--- src/rtl/nanorisc_mc_control.sv ---
// Multi-cycle control unit for the NanoRisc core: sequences fetch, decode, execute,
// memory/send wait and writeback, with halt/resume, illegal-opcode trap and retire count.
module nanorisc_mc_control #(
  parameter int unsigned OPCODE_W = 3,
  parameter int unsigned ULAOP_W  = 2,
  parameter int unsigned CNT_W    = 16
) (
  input  logic                clk,
  input  logic                reset,
  input  logic [OPCODE_W-1:0] opcode,
  input  logic                instr_valid,
  input  logic                zero,
  input  logic                mem_ready,
  input  logic                send_ready,
  input  logic                resume,
  output logic                fetch_req,
  output logic                PCWrite,
  output logic                isBranch,
  output logic                branch_taken,
  output logic [ULAOP_W-1:0]  ULAOp,
  output logic                RegWrite,
  output logic                RegMemWrite,
  output logic                MemRead,
  output logic                MemWrite,
  output logic                isSend,
  output logic                halted,
  output logic                illegal_op,
  output logic [2:0]          state,
  output logic [CNT_W-1:0]    retired
);

  localparam logic [2:0] StFetch  = 3'd0;
  localparam logic [2:0] StDecode = 3'd1;
  localparam logic [2:0] StExec   = 3'd2;
  localparam logic [2:0] StMem    = 3'd3;
  localparam logic [2:0] StSend   = 3'd4;
  localparam logic [2:0] StWb     = 3'd5;
  localparam logic [2:0] StHalted = 3'd6;

  localparam logic [2:0] OpSum  = 3'd0;
  localparam logic [2:0] OpSub  = 3'd1;
  localparam logic [2:0] OpMul  = 3'd2;
  localparam logic [2:0] OpLwi  = 3'd3;
  localparam logic [2:0] OpSwi  = 3'd4;
  localparam logic [2:0] OpBne  = 3'd5;
  localparam logic [2:0] OpSend = 3'd7;

  logic [2:0]          state_q, state_d;
  logic [OPCODE_W-1:0] op_q, op_d;
  logic                zero_q, zero_d;
  logic                illegal_q, illegal_d;
  logic [CNT_W-1:0]    retired_q, retired_d;
  logic [2:0]          op3;
  logic                op_hi;
  logic [1:0]          ula;

  assign op3 = op_q[2:0];

  // Any set bit above the three defined opcode bits marks the opcode illegal.
  generate
    if (OPCODE_W > 3) begin : g_wide_op
      assign op_hi = |op_q[OPCODE_W-1:3];
    end else begin : g_narrow_op
      assign op_hi = 1'b0;
    end
  endgenerate

  always_comb begin
    state_d   = state_q;
    op_d      = op_q;
    zero_d    = zero_q;
    illegal_d = illegal_q;
    retired_d = retired_q;
    case (state_q)
      StFetch: begin
        if (instr_valid) begin
          op_d    = opcode;
          state_d = StDecode;
        end
      end
      StDecode: begin
        if (op_hi) begin
          illegal_d = 1'b1;
          state_d   = StHalted;
        end else begin
          case (op3)
            OpSum, OpSub, OpMul, OpBne: state_d = StExec;
            OpLwi, OpSwi:               state_d = StMem;
            OpSend:                     state_d = StSend;
            default: begin
              // halt retires on entry to HALTED; illegal opcodes never do
              state_d   = StHalted;
              retired_d = retired_q + CNT_W'(1);
            end
          endcase
        end
      end
      StExec: begin
        zero_d  = zero;
        state_d = StWb;
      end
      StMem:    if (mem_ready) state_d = StWb;
      StSend:   if (send_ready) state_d = StWb;
      StWb: begin
        retired_d = retired_q + CNT_W'(1);
        state_d   = StFetch;
      end
      StHalted: if (resume && !illegal_q) state_d = StFetch;
      default:  state_d = StFetch;
    endcase
  end

  always_ff @(posedge clk or posedge reset) begin
    if (reset) begin
      state_q   <= StFetch;
      op_q      <= '0;
      zero_q    <= 1'b0;
      illegal_q <= 1'b0;
      retired_q <= '0;
    end else begin
      state_q   <= state_d;
      op_q      <= op_d;
      zero_q    <= zero_d;
      illegal_q <= illegal_d;
      retired_q <= retired_d;
    end
  end

  always_comb begin
    fetch_req    = (state_q == StFetch);
    halted       = (state_q == StHalted);
    PCWrite      = 1'b0;
    isBranch     = 1'b0;
    branch_taken = 1'b0;
    RegWrite     = 1'b0;
    RegMemWrite  = 1'b0;
    MemRead      = 1'b0;
    MemWrite     = 1'b0;
    isSend       = 1'b0;
    ula          = 2'd0;
    if ((state_q == StExec || state_q == StWb) && !op_hi) begin
      case (op3)
        OpSub, OpBne: ula = 2'd1;
        OpMul:        ula = 2'd2;
        default:      ula = 2'd0;
      endcase
    end
    case (state_q)
      StMem: begin
        MemRead  = (op3 == OpLwi);
        MemWrite = (op3 == OpSwi);
      end
      StSend: isSend = 1'b1;
      StWb: begin
        PCWrite      = 1'b1;
        RegWrite     = (op3 == OpSum) || (op3 == OpSub) || (op3 == OpMul) || (op3 == OpSend);
        RegMemWrite  = (op3 == OpLwi);
        isBranch     = (op3 == OpBne);
        branch_taken = (op3 == OpBne) && !zero_q;
        isSend       = (op3 == OpSend);
      end
      default: ;
    endcase
    ULAOp = ULAOP_W'(ula);
  end

  assign illegal_op = illegal_q;
  assign state      = state_q;
  assign retired    = retired_q;

endmodule

--- config.mk ---
export PLATFORM = sky130hd
export DESIGN_NAME = nanorisc_mc_control
export DESIGN_NICKNAME = d
export VERILOG_FILES = /design/src/rtl/nanorisc_mc_control.sv
export SDC_FILE = /design/constraint.sdc
export NUM_CORES = 1
export LEC_CHECK = 0
export CAP_MARGIN = 0
export CORE_MARGIN = 4
export CORE_UTILIZATION = 34
export CTS_CLUSTER_DIAMETER = 120
export DETAILED_ROUTE_END_ITERATION = 7
export PLACE_DENSITY = 0.74
export SLEW_MARGIN = 15
export SYNTH_ARGS = -nofsm -noshare
export SYNTH_HDL_FRONTEND = slang
export SYNTH_SLANG_ARGS = --single-unit
--- constraint.sdc ---
create_clock -name clk -period 2.1 [get_ports clk]
set_clock_uncertainty 0.15 [all_clocks]
set_input_delay 0.525 -clock clk [delete_from_list [all_inputs] [get_ports clk]]
set_output_delay 0.525 -clock clk [all_outputs]
set_load 0.01 [all_outputs]
==> results of run 1 <==
worst max-delay path by stage:
stage / start / to / slack (ns) / cells after the start
2_1_floorplan: state[1] / ULAOp[1] / 0.01 / 4
3_3_place_gp: state[2] / ULAOp[1] / -0.07 / 5
3_5_place_dp: state[2] / ULAOp[1] / -0.15 / 5
4_1_cts: state[0] / ULAOp[1] / -0.16 / 5
5_1_grt: state[0] / RegWrite / -0.07 / 5
6_report: state[1] / RegWrite / 0.02 / 4
layer usage:
metal	global-route usage [%]	part of all wire [%]	vias up
li1	-	-	532
met1	17.78	42	548
met2	26.22	51	33
met3	3.448	5.7	2
met4	2.978	0.54	0
met5	0	0	-
final cells by class:
class / count / area [um^2] / share of cell area [%]
sequential: 23 / 579.3 / 31.18
tap: 46 / 57.56 / 3.098
clock inverter: 1 / 5.005 / 0.2694
inverter: 5 / 18.77 / 1.010
timing repair buffer: 57 / 500.5 / 26.94
clock buffer: 3 / 41.29 / 2.222
multi-input combinational: 87 / 655.6 / 35.29
timing repair:
action | in CTS | in global routing
buffers inserted | 1 | 0
pin swaps | 1 | 2
gates resized for setup | 35 | 20
endpoints found under the setup margin | 12 | 11
where the power goes:
part	switching (mW)	internal (mW)	total, mW	leakage [nW]
Sequential	0.148	0.560	0.708	0.297
Combinational	0.572	0.599	1.17	0.484
Clock	0.140	0.132	0.272	0.0255
layout by cell type, fill, tap and decap left out, drive strengths merged, types with 5 or more instances in the layout:
| master | n |
|---|---|
| buf | 20 |
| clkbuf | 6 |
| clkdlybuf4s50 | 27 |
| dfrtp | 23 |
| inv | 5 |
| mux2 | 5 |
| nand2 | 11 |
| nand3 | 9 |
| nor2 | 8 |
| nor3 | 5 |
| xnor2 | 14 |
metrics by stage:
step                      power (mW)  util [%]
after floorplan                1.286         -
after global placement         1.779     51.47
after detailed placement       1.821     51.47
after CTS                      2.104     53.18
after global routing           2.315     53.98
final                          2.151     53.98
flip-flops by register name, summed over array words and instances, names as in the netlist:
signal   cells
op3          3
state        3
zero_q       1
retired     16
cells in the mapped netlist, types with 2 or more instances:
cell type	number	area, um^2
sky130_fd_sc_hd__nor3b_1	2	15.01
sky130_fd_sc_hd__nand2_1	11	41.29
sky130_fd_sc_hd__nor4b_1	2	17.52
sky130_fd_sc_hd__o21ai_0	3	15.01
sky130_fd_sc_hd__nor3_1	5	25.02
sky130_fd_sc_hd__dfrtp_1	23	575.6
sky130_fd_sc_hd__buf_2	3	15.01
sky130_fd_sc_hd__inv_1	5	18.77
sky130_fd_sc_hd__a211oi_1	2	15.01
sky130_fd_sc_hd__a21oi_1	4	20.02
sky130_fd_sc_hd__buf_4	2	15.01
sky130_fd_sc_hd__xnor2_1	14	122.6
sky130_fd_sc_hd__nor2_1	8	30.03
sky130_fd_sc_hd__mux2_2	5	56.30
sky130_fd_sc_hd__and3_1	3	18.77
sky130_fd_sc_hd__a211oi_4	2	40.04
sky130_fd_sc_hd__nand3_1	9	45.04
sky130_fd_sc_hd__nand4_1	4	25.02
sky130_fd_sc_hd__and4_1	3	26.28
cell families after synthesis:
family	count (synthesis)	share of synthesized area [%]
compound gates	14	9.064
xor+xnor	15	10.57
fa+ha+maj	1	1.007
buf+inv	13	5.437
flops	23	46.32
mux	5	4.531
other cells	1	0.3018
simple gates	51	22.76
==> results by group, run 1 <==
Floorplan
  – Core Rows: 21
  – Vertical extent of the die: 68.45 um
  – # IOs: 42
  – Starting density of the core: 36.10%
  – Standard cell core area: 0.003442 mm^2
  – Die width: a little under 70 um
  – Die footprint: 0.004685 mm^2

Run status
  – Run status: complete, no violations

Place
  – HPWL reported at the end of detailed placement: about 2300 um
  – Placement Setup Slack: -0.1451 ns
  – Routability cong.: 0.7887
  – Post-place instance area: 0.001772 mm^2
  – Number of instances in the placed design: 217
  – Number of buffer cells added on primary ports: 40

Power and ir drop
  – Worst IR Drop VDD: 535.4 uV
  – Power Dens Cells: 1158 mW/mm^2
  – Leak: 0.8068 nW

STA
  – Smallest hold slack: between 0.3 and 0.4 ns
  – Period utilisation layout: 98.97%
  – Max-slew violation total from the final report: 0
  – Worst setup margin: around 0.022 ns
  – Final Hold Violating Endpoints: 0
  – Setup repair after global routing missed its margin: yes
  – Min cycle time layout: 2.078 ns
  – Highest achievable clock rate: 481.1 MHz
  – Setup violation total in the final timing report: 0
  – Setup TNS: 0 ns

GRT
  – Total congestion overflow after global routing: 0
  – Number of global-route vias before repair: 1,132
  – Pin count of the biggest net entering global routing: 24
  – Wire length of the first global-routing pass: 5250 um
  – Initial antenna violation count: 0
  – GRT Total Usage: 14.68%

Synth
  – Synth Cell Area: 0.001242 mm^2
  – Number of unique standard cell types used by synthesis: 32
  – Most frequently used flop master after synthesis: sky130_fd_sc_hd__dfrtp_1
  – Register area share after synthesis: 46.32%
  – Mean cell area of the mapped netlist: 10.10 um^2
  – Number of instances in the synthesized netlist: ~120
  – Ys async rst share: 100.0%
  – Number of enable-type register cells in the synthesized netlist: 0
  – Total number of yosys warnings: 0
  – Flip-flop and latch count after synthesis: 23
  – Post-Synthesis Net Count: 134

Clock tree
  – Clock tree from TritonCTS: built
  – Number of sinks handled by clock tree synthesis: 23
  – Insertion delay to the later sink of the worst-skew pair: 0.26 ns
  – Htree depth: 1
  – Clock root cell: sky130_fd_sc_hd__clkbuf_8
  – Clk pin slew, worst setup/hold paths: 0.08 ns
  – Number of buffers on the longest clock path: 2
  – Number of CTS-inserted buffers: 3
  – Hold buffer count at cts: 0

Job
  – Number of violations of the max-capacitance limit: 0

Worst setup path
  – Slack of the worst reg-to-reg path: 0.28 ns
  – Worst Path Arrival: 1.40 ns
  – Critical register-to-register path endpoint: retired[11]
  – Highest-delay cell along the critical path: sky130_fd_sc_hd__dfrtp_1
  – Reg-to-reg critical path startpoint: op3[1]
  – Critical Path Sink Type: output port
  – Stage delay of the slowest cell on the critical path: 0.43 ns
  – Largest driver fanout on the critical path: 5
  – Cells along the critical path: nor2_2, nand2_2, nor3b_2, clkdlybuf4s15_2
  – Required time of the worst setup path: 1.42 ns
  – CP top delay family: simple AND/OR/NAND/NOR gates
  – Critical path class: register to output port
  – FF-to-FF path depth: 6
  – Sort of element at the start of the critical path: register
  – Critical path buffer and inverter count: 1

Route
  – Detail Route Antenna Nets: 0
  – Total number of vias: between 1,000 and 1,500
  – Total length of routed wires: about 3100 um
  – Post-route DRC: 0
  – Detailed-routing iteration count for the pre-antenna-repair pass: 4
  – Detailed router's first-iteration violation count: 54
  – Detail-routed net length per standard cell: 14.07 um
  – DR vias/cell: approximately 5.0

Layout
  – Share of post-route cells with drive strength above 1: 30.68%
  – Count of antenna diodes in the layout: 0
  – Non-Filler Cell Area, Final: 0.001858 mm^2
  – Final Instance Count excl. Fillers: 222
  – Number of nets in the finished design: 188
  – Filler cell count: 326
  – Area Overhead vs Synth: 49.55%

Worst hold path
  – Instance count along the most critical hold path: 1
  – Origin of the worst min-delay path: retired[15]
  – Endpoint of the worst hold-timing path: retired[15]
  – Worst min path class: register to register
No activity file was read; power rests on OpenSTA's default activity.
==> inputs of run 2 (changes only) <==
- clock period: 2.1 -> 2.7 ns (I/O delays scaled with it)
==> results by group, run 2 (synthesized netlist as in run 1, its figures left out) <==
Worst setup path
  – FF-to-FF path depth: 4
  – Highest-delay cell along the critical path: sky130_fd_sc_hd__clkdlybuf4s50_1
  – Critical path buffer and inverter count: 2
  – Critical path class: register to output port
  – Required time of the worst setup path: 1.88 ns
  – Sort of element at the start of the critical path: register
  – Critical Path Sink Type: output port
  – CP top delay family: buffers and inverters
  – Slack of the worst reg-to-reg path: 0.91 ns
  – Largest driver fanout on the critical path: 5
  – Worst Path Arrival: roughly 1.8 ns
  – Critical register-to-register path endpoint: op3[2]
  – Reg-to-reg critical path startpoint: state[1]
  – Stage delay of the slowest cell on the critical path: 0.57 ns
  – Cells along the critical path: inv_1, and3_1, a21oi_1, nor3b_1, clkdlybuf4s50_1

STA
  – Max-slew violation total from the final report: 0
  – Min cycle time layout: 2.608 ns
  – Smallest hold slack: 0.3317 ns
  – Highest achievable clock rate: 383.5 MHz
  – Setup repair after global routing missed its margin: no
  – Setup violation total in the final timing report: 0
  – Period utilisation layout: roughly 97%
  – Setup TNS: 0 ns
  – Final Hold Violating Endpoints: 0

GRT
  – Wire length of the first global-routing pass: 5106 um
  – Pin count of the biggest net entering global routing: 24
  – Initial antenna violation count: 0
  – Total congestion overflow after global routing: 0
  – GRT Total Usage: 14.30%
  – Number of global-route vias before repair: between 1,000 and 1,500

Route
  – DR vias/cell: approximately 5.1
  – Total length of routed wires: 2978 um
  – Total number of vias: roughly 1,100
  – Detailed-routing iteration count for the pre-antenna-repair pass: 4
  – Detail Route Antenna Nets: 0
  – Post-route DRC: 0
  – Top Metal Used: met4
  – Met1 Routed Length: approximately 1200 um
  – Detailed router's first-iteration violation count: 32
  – Met2 wire length: 1532 um
  – Routed wire length on met3: about 160 um
  – Detail-routed net length per standard cell: 13.92 um

Floorplan
  – Die footprint: 0.004685 mm^2
  – Vertical extent of the die: about 70 um
  – Core Rows: 21
  – Die width: 68.45 um
  – Starting density of the core: 36.10%
  – # IOs: 42
  – Standard cell core area: 0.003442 mm^2

Place
  – Number of buffer cells added on primary ports: 40
  – HPWL reported at the end of detailed placement: around 2300 um
  – Routability cong.: around 0.79

Clock tree
  – Number of CTS-inserted buffers: 3
  – Number of sinks handled by clock tree synthesis: 23
  – Number of buffers on the longest clock path: 2
  – Clock root cell: sky130_fd_sc_hd__clkbuf_8
  – Clock tree from TritonCTS: built
  – Insertion delay to the later sink of the worst-skew pair: 0.26 ns
  – Htree depth: 1
  – Clk pin slew, worst setup/hold paths: ~0.08 ns

Job
  – Number of violations of the max-capacitance limit: 0

Layout
  – Share of post-route cells with drive strength above 1: between 10 and 15%
  – Number of nets in the finished design: between 150 and 200
  – Count of antenna diodes in the layout: 0
  – Most common library cell in the layout ignoring fill and taps: sky130_fd_sc_hd__clkdlybuf4s50_1
  – Largest register FFs: 16
  – Area Overhead vs Synth: 43.50%
  – Filler cell count: 324
  – Final core utilization: between 50% and 60%
  – Commonest cells after routing, fill and taps aside: sky130_fd_sc_hd__clkdlybuf4s50_1 (35), sky130_fd_sc_hd__dfrtp_1 (20), sky130_fd_sc_hd__xnor2_1 (14)

Worst hold path
  – Worst min path class: register to register
  – Instance count along the most critical hold path: 1
  – Endpoint of the worst hold-timing path: retired[15]
  – Origin of the worst min-delay path: retired[15]

Power and ir drop
  – Worst IR Drop VDD: around 350 uV
  – Leak: 0.7985 nW
  – Total power draw: 1.553 mW
  – Power Dens Cells: 871.2 mW/mm^2

Run status
  – Run status: complete, no violations
run 2: cell count changes in the layout (fill, tap and decap cells not counted), moves of 3 or more:
cell                              change
sky130_fd_sc_hd__clkdlybuf4s50_1      +8
sky130_fd_sc_hd__buf_4                -8
sky130_fd_sc_hd__dlymetal6s2s_1       +3
sky130_fd_sc_hd__clkbuf_2             -3
sky130_fd_sc_hd__buf_2                -3
run 2: through the flow:
step | worst slack, ns | cells | instance area [um^2]
after floorplan | 0.4616 | 123 | 1242
after global placement | 0.3220 | 208 | 1704
after detailed placement | 0.2942 | 208 | 1704
after CTS | 0.03240 | 212 | 1749
after global routing | 0.005182 | 214 | 1783
final | 0.09241 | 214 | 1783
run 2: final cells by class:
cell class | instances | area, um^2 | share of cell area, %
clock buffer | 4 | 45.04 | 2.526
multi-input combinational | 87 | 605.6 | 33.96
sequential | 23 | 579.3 | 32.49
timing repair buffer | 49 | 476.7 | 26.74
tap | 46 | 57.56 | 3.228
inverter | 5 | 18.77 | 1.053
run 2: worst max path at each step:
stage,startpoint,end,slack (ns),depth (start not counted)
floorplan,state[1],ULAOp[1],0.46,4
CTS,state[0],RegWrite,0.03,5
finish,state[0],ULAOp[0],0.09,5
global placement,state[0],ULAOp[1],0.32,5
detailed placement,op3[2],isSend,0.29,3
global route,state[0],ULAOp[0],0.005,5
run 2: timing repair:
item | 4_1_cts | 5_1_grt
endpoints found under the setup margin | 2 | 4
hold buffers | 0 | 0
buffers inserted | 0 | 2
resized for setup | 2 | 7
run 2: routing by layer:
| metal | vias to the layer above | global-route usage (%) |
|---|---|---|
| met5 | - | 0 |
| met4 | 0 | 6.203 |
| met3 | 4 | 1.970 |
| met2 | 38 | 25.63 |
| met1 | 527 | 16.73 |
| li1 | 515 | - |
run 2: power breakdown:
group / internal, mW / switching [mW]
Sequential: 0.436 / 0.120
Clock: 0.105 / 0.103
Combinational: 0.407 / 0.382
Total: 0.948 / 0.605
